**src/rtl/bpsk_modulator.sv**
```systemverilog
// BPSK modulator: serial bits -> signed sine-carrier samples, bit 1 = 180 deg phase flip.
// Latency: one cycle from an accept edge to index 0 of the symbol; all outputs registered.
// Backpressure: a bit is taken only when enabled and idle or at the last sample; upstream is paced by next.
module bpsk_modulator #(
    parameter int SAMPLE_W       = 8,
    parameter int PHASE_STEPS    = 16,
    parameter int CYCLES_PER_BIT = 4
) (
    input  logic                       clk,
    input  logic                       rst_n,
    input  logic                       enable,
    input  logic                       bit_in,
    input  logic                       bit_valid,
    output logic                       next,
    output logic signed [SAMPLE_W-1:0] sample_out,
    output logic                       sample_valid,
    output logic                       symbol_start,
    output logic                       underrun
);

    localparam int N     = PHASE_STEPS * CYCLES_PER_BIT;
    localparam int IDX_W = $clog2(N);
    localparam int PH_W  = $clog2(PHASE_STEPS);

    localparam logic [IDX_W-1:0] LAST = IDX_W'(N - 1);

    localparam logic [0:0] S_IDLE = 1'b0;
    localparam logic [0:0] S_RUN  = 1'b1;

    localparam real PI = 3.14159265358979323846;

    // Elaboration-time sine entry, rounded half away from zero so the table is symmetric.
    function automatic logic signed [SAMPLE_W-1:0] sine_entry(input int k);
        real amp;
        real r;
        int  v;
        amp = real'((2 ** (SAMPLE_W - 1)) - 1);
        r   = amp * $sin(2.0 * PI * real'(k) / real'(PHASE_STEPS));
        if (r >= 0.0) begin
            v = $rtoi(r + 0.5);
        end else begin
            v = -$rtoi(0.5 - r);
        end
        return SAMPLE_W'(v);
    endfunction

    logic signed [SAMPLE_W-1:0] lut [PHASE_STEPS];

    for (genvar k = 0; k < PHASE_STEPS; k++) begin : g_lut
        localparam logic signed [SAMPLE_W-1:0] ENTRY = sine_entry(k);
        assign lut[k] = ENTRY;
    end

    logic [0:0]                 state;
    logic [IDX_W-1:0]           idx;
    logic                       bit_lat;

    logic                       accept;
    logic [IDX_W-1:0]           idx_nxt;
    logic signed [SAMPLE_W-1:0] lut_nxt;

    // Accept decision and the table entry for the following sample index.
    always_comb begin
        accept  = enable && bit_valid && ((state == S_IDLE) || (idx == LAST));
        idx_nxt = idx + IDX_W'(1);
        lut_nxt = lut[idx_nxt[PH_W-1:0]];
    end

    // Symbol sequencing: start/chain symbols on accept, stream samples, fall idle at symbol end.
    always_ff @(posedge clk) begin
        if (!rst_n) begin
            state        <= S_IDLE;
            idx          <= '0;
            bit_lat      <= 1'b0;
            next         <= 1'b0;
            sample_out   <= '0;
            sample_valid <= 1'b0;
            symbol_start <= 1'b0;
            underrun     <= 1'b0;
        end else begin
            next         <= 1'b0;
            symbol_start <= 1'b0;
            underrun     <= 1'b0;
            if (accept) begin
                bit_lat      <= bit_in;
                state        <= S_RUN;
                idx          <= '0;
                next         <= 1'b1;
                symbol_start <= 1'b1;
                sample_valid <= 1'b1;
                sample_out   <= bit_in ? -lut[0] : lut[0];
            end else if (state == S_RUN) begin
                if (idx == LAST) begin
                    // Stream ends here; only a starved-but-enabled sender counts as underrun.
                    state        <= S_IDLE;
                    idx          <= '0;
                    sample_out   <= '0;
                    sample_valid <= 1'b0;
                    underrun     <= enable && !bit_valid;
                end else begin
                    idx        <= idx_nxt;
                    sample_out <= bit_lat ? -lut_nxt : lut_nxt;
                end
            end else begin
                sample_out   <= '0;
                sample_valid <= 1'b0;
            end
        end
    end

endmodule

```
**config.mk**
```make
export PLATFORM = sky130hd
export DESIGN_NAME = bpsk_modulator
export DESIGN_NICKNAME = d
export VERILOG_FILES = /design/src/rtl/bpsk_modulator.sv
export SDC_FILE = /design/constraint.sdc
export NUM_CORES = 1
export LEC_CHECK = 0
export BUFFER_PORTS_ARGS = -buffer_cell sky130_fd_sc_hd__buf_2
export CELL_PAD_IN_SITES_DETAIL_PLACEMENT = 1
export CELL_PAD_IN_SITES_GLOBAL_PLACEMENT = 2
export CORE_AREA = 2 2 75 77
export DETAILED_ROUTE_END_ITERATION = 10
export DIE_AREA = 0 0 77 79
export GPL_TIMING_DRIVEN = 0
export HOLD_SLACK_MARGIN = 0.15
export PLACE_DENSITY = 0.6
export SLEW_MARGIN = 20
export SYNTH_ARGS = -nofsm -noshare
export SYNTH_HDL_FRONTEND = slang
export SYNTH_SLANG_ARGS = --single-unit
```
**constraint.sdc**
```tcl
create_clock -name clk -period 2.85 [get_ports clk]
set_input_delay 0 -clock clk [delete_from_list [all_inputs] [get_ports clk]]
set_output_delay 0 -clock clk [all_outputs]
set_load 0.005 [all_outputs]
```
==> summary.txt <==
Run status
  • Outcome: completed

Min path
  • Worst min path class: flop to flop
  • Hold wc startpoint: sample_valid

CTS
  • CTS max path bufs: 2
  • Clock Latency Late Sink: 0.26 ns
  • CTS tree: built
  • H-tree Lvls: 1
  • Num CTS Buffers: 3
  • Clock slew at reported path FFs: 0.08 ns
  • Clk sink count: 19
  • Root Driver: clkbuf_8

Synthesis
  • Yosys warnings: 0
  • Post-Syn Nets: roughly 160
  • Largest family of logic cells by synthesized area: simple AND/OR/NAND/NOR gates
  • Synth Area in Adders: 8.08%
  • Post-Synth XOR/XNOR Area: under 10%
  • Area of the mapped netlist: between 1000 and 1500 sq um
  • Main synth FF type: dfxtp_1
  • Multiplexer area fraction after synthesis: a little under a tenth
  • FF+latch count, synth: 19
  • Simple-Gate Fraction of Synth Area: 23.5%
  • Syn Inst Count: between 100 and 150
  • Post-synthesis sequential area ratio: 30.7%
  • Mean Syn Cell Area: 8.54 sq um
  • Library cells used by synthesis: 46
  • Post-synth EDFFs: 0
  • Fraction of registers with async set/reset: 0%
  • Compound-Gate Fraction of Synth Area: ~17%

GRT
  • Remaining Overflow, GRT: 0
  • GR Util met2: 21.0%
  • Gr usage total: a little over a tenth
  • Global-route wire length before repair: between 5000 and 6000 um
  • Largest net degree at the start of global routing: 12
  • Vias in the first global route: 1122
  • GRT Max-Usage Layer: met2
  • GR Util met3: around 2%
  • Initial antenna violation count: 0
  • Met1 Use GR: between 10% and 20%

Drt
  • Total Wirelength: 3110 um
  • DRT iter0 DRCs: 35
  • Drt pass-1 iters: 3
  • Vias per cell: 4.51
  • Vias: between 1000 and 1500
  • # DRC: 0
  • DRT antenna net count: 0
  • Avg WL per Cell: about 13 um

Final layout
  • Storage element area: roughly 380 sq um
  • Final instance area: ~1500 sq um
  • Nets: 185
  • Share of post-route cells with drive strength above 1: between 20% and 30%
  • Multi-input logic area: 803 sq um
  • Filler cells: a little under 700
  • Area growth from synthesis to layout: 23.1%
  • Inserted Diodes: 0

Pwr
  • Power share of the clock group: a little over a third
  • Sequential Power Share: around half
  • VDD IR max: about 0.00017 V
  • Internal: between 0.0004 and 0.0005 W
  • Leakage power: roughly 0.6 nW
  • Share of total power in combinational logic: around 15%
  • Sw Share: a little over a quarter
  • Switching power: about 0.00015 W
  • Pwr per Cell Area: 362 nW/um^2

STA
  • Crit share post-route: about 90%
  • Worst rel slew slack: 68.1%
  • Setup Skew: 0.0107 ns
  • Fmax achieved: 391 MHz
  • Fin crit period: 2.56 ns
  • Least-Margin Pin Slew: between 0.4 and 0.5 ns
  • Fin. Hold Viols: 0
  • Final count of negative-setup-slack endpoints: 0
  • Max-slew violation count: 0
  • Worst hold slack: a little under 0.5 ns
  • RSZ-0062 raised after global routing: no

Worst setup path
  • Max incr delay on CP: 0.46 ns
  • CP startpoint: idx[1]
  • Crit path max-delay family: compound AO/OA/AOI/OAI gates
  • Slowest CP cell: dfxtp_2
  • CP endpoint kind: flop
  • Critical R2R Launch: idx[1]
  • CP required: 3.03 ns
  • CP cell instances: ha_1 -> buf_2 -> nor2_1 -> o21a_1 -> o31ai_4 -> nand3_1 -> ha_1 -> inv_1 -> a211oi_1 -> or3_1 -> a21oi_1
  • Worst setup SP type: flop
  • Worst path arrival time: between 2 and 3 ns
  • CP most frequent cell: ha_1
  • Maximum fanout along the worst path: 11
  • Crit Path Category: flop to flop
  • Worst path bufs/invs: 2

Floorplan
  • Die H: between 70 and 80 um
  • Starting Density: between 20% and 30%
  • Row count: 27
  • Die area: 6080 sq um
  • Area of the core: 5340 sq um
  • Io pins: 17
  • Die width: 77 um

Placement
  • Final Wtd Congestion: 0.737
  • Post-DP HPWL: around 2500 um
  • Placement-stage cell area: 1410 sq um
  • Port Buffers: 16

Job
  • # Max-Cap Violations: 0
[power by group through the flow]
stage | Combinational [W] | Clock [W] | Sequential (W)
2_1_floorplan | 0.0000520 | 0 | 0.000284
3_3_place_gp | 0.0000753 | 0 | 0.000284
3_5_place_dp | 0.0000763 | 0 | 0.000284
4_1_cts | 0.0000819 | 0.000203 | 0.000278
5_1_grt | 0.0000926 | 0.000209 | 0.000279
6_report | 0.0000812 | 0.000194 | 0.000278
[placed cells by master (no fill, tap or decap), types with 4 or more instances in the layout]
cell type and instances:
dlygate4sd3_1 6, or3_1 4, nand2b_1 4, mux2i_1 4
dfxtp_1 18, nand2_1 17, o21ai_0 4, buf_2 19
nand3_1 7, inv_1 7, a21oi_1 12, ha_1 8
nor2_1 12
[what timing repair did]
item / CTS / global route
hold buffers: 6 / 0
endpoints found under the setup margin: 1 / 1
hold endpoints to repair: 4 / 0
resized for setup: 1 / 1
buffers inserted: 0 / 0
[kinds of logic after synthesis]
logic type,count (synthesis)
simple gates,58
compound gates,31
flops,19
buf+inv,14
mux,9
fa+ha+maj,8
xor+xnor,6
[per-layer routing]
metal | share of wire [%] | routed length (um)
met1 | 46 | 1440
met2 | 51 | 1590
met3 | 2.2 | 68
met4 | 0.19 | 6
met5 | 0 | 0
[through the flow]
step	total power, W	utilization (%)	std cells	setup slack, ns	setup TNS, ns
finish	0.000553	28.6	243	0.290	0
detailed placement	0.000361	26.4	233	-0.0115	-0.0115
CTS	0.000563	28.4	243	0.126	0
floorplan	0.000336	-	145	0.443	0
global placement	0.000359	26.4	233	0.0630	0
global route	0.000581	28.6	243	0.0417	0
[cell type report]
class	count	area share, %
Tap cell	72	5.91
Clock buffer	3	2.71
Sequential cell	19	25.0
Inverter	8	1.97
Multi-Input combinational cell	112	52.7
Buffer	6	2.21
Timing Repair Buffer	22	9.19
Clock inverter	1	0.328
[final timing paths]
path / end / slack, ns / cells past startpoint
max: sample_out[4] / 0.29 / 11
min: sample_valid / 0.49 / 1
max reg2reg: sample_out[4] / 0.29 / 11
min reg2reg: sample_valid / 0.49 / 1
[synthesized netlist by cell type, drive strengths merged, types with 3 or more instances]
cell type	n	area (sq um)
xnor2	3	52.6
buf	5	30.0
a21oi	12	60.1
nor2	12	45.0
dfxtp	19	380
and3	3	18.8
nand2b	4	25.0
nand2	17	63.8
mux2	3	37.5
xor2	3	26.3
nand3	8	45.0
inv	8	30.0
ha	8	100
or3	4	25.0
o21ai	6	30.0
mux2i	5	53.8
[flip-flops by register name, summed over array words and instances (netlist names)]
register and cells:
sample_out 8, idx 6, symbol_start 1, sample_valid 1
state 1, bit_lat 1, underrun 1
[worst register-to-register path, stage by stage (launching register included)]
cell and delay [ns]:
dfxtp_2 0.46, ha_1 0.30, buf_2 0.25, nor2_1 0.06, o21a_1 0.21, o31ai_4 0.28
nand3_1 0.13, ha_1 0.21, inv_1 0.09, a211oi_1 0.05, or3_1 0.32, a21oi_1 0.13
No activity file was read; power rests on OpenSTA's default activity.
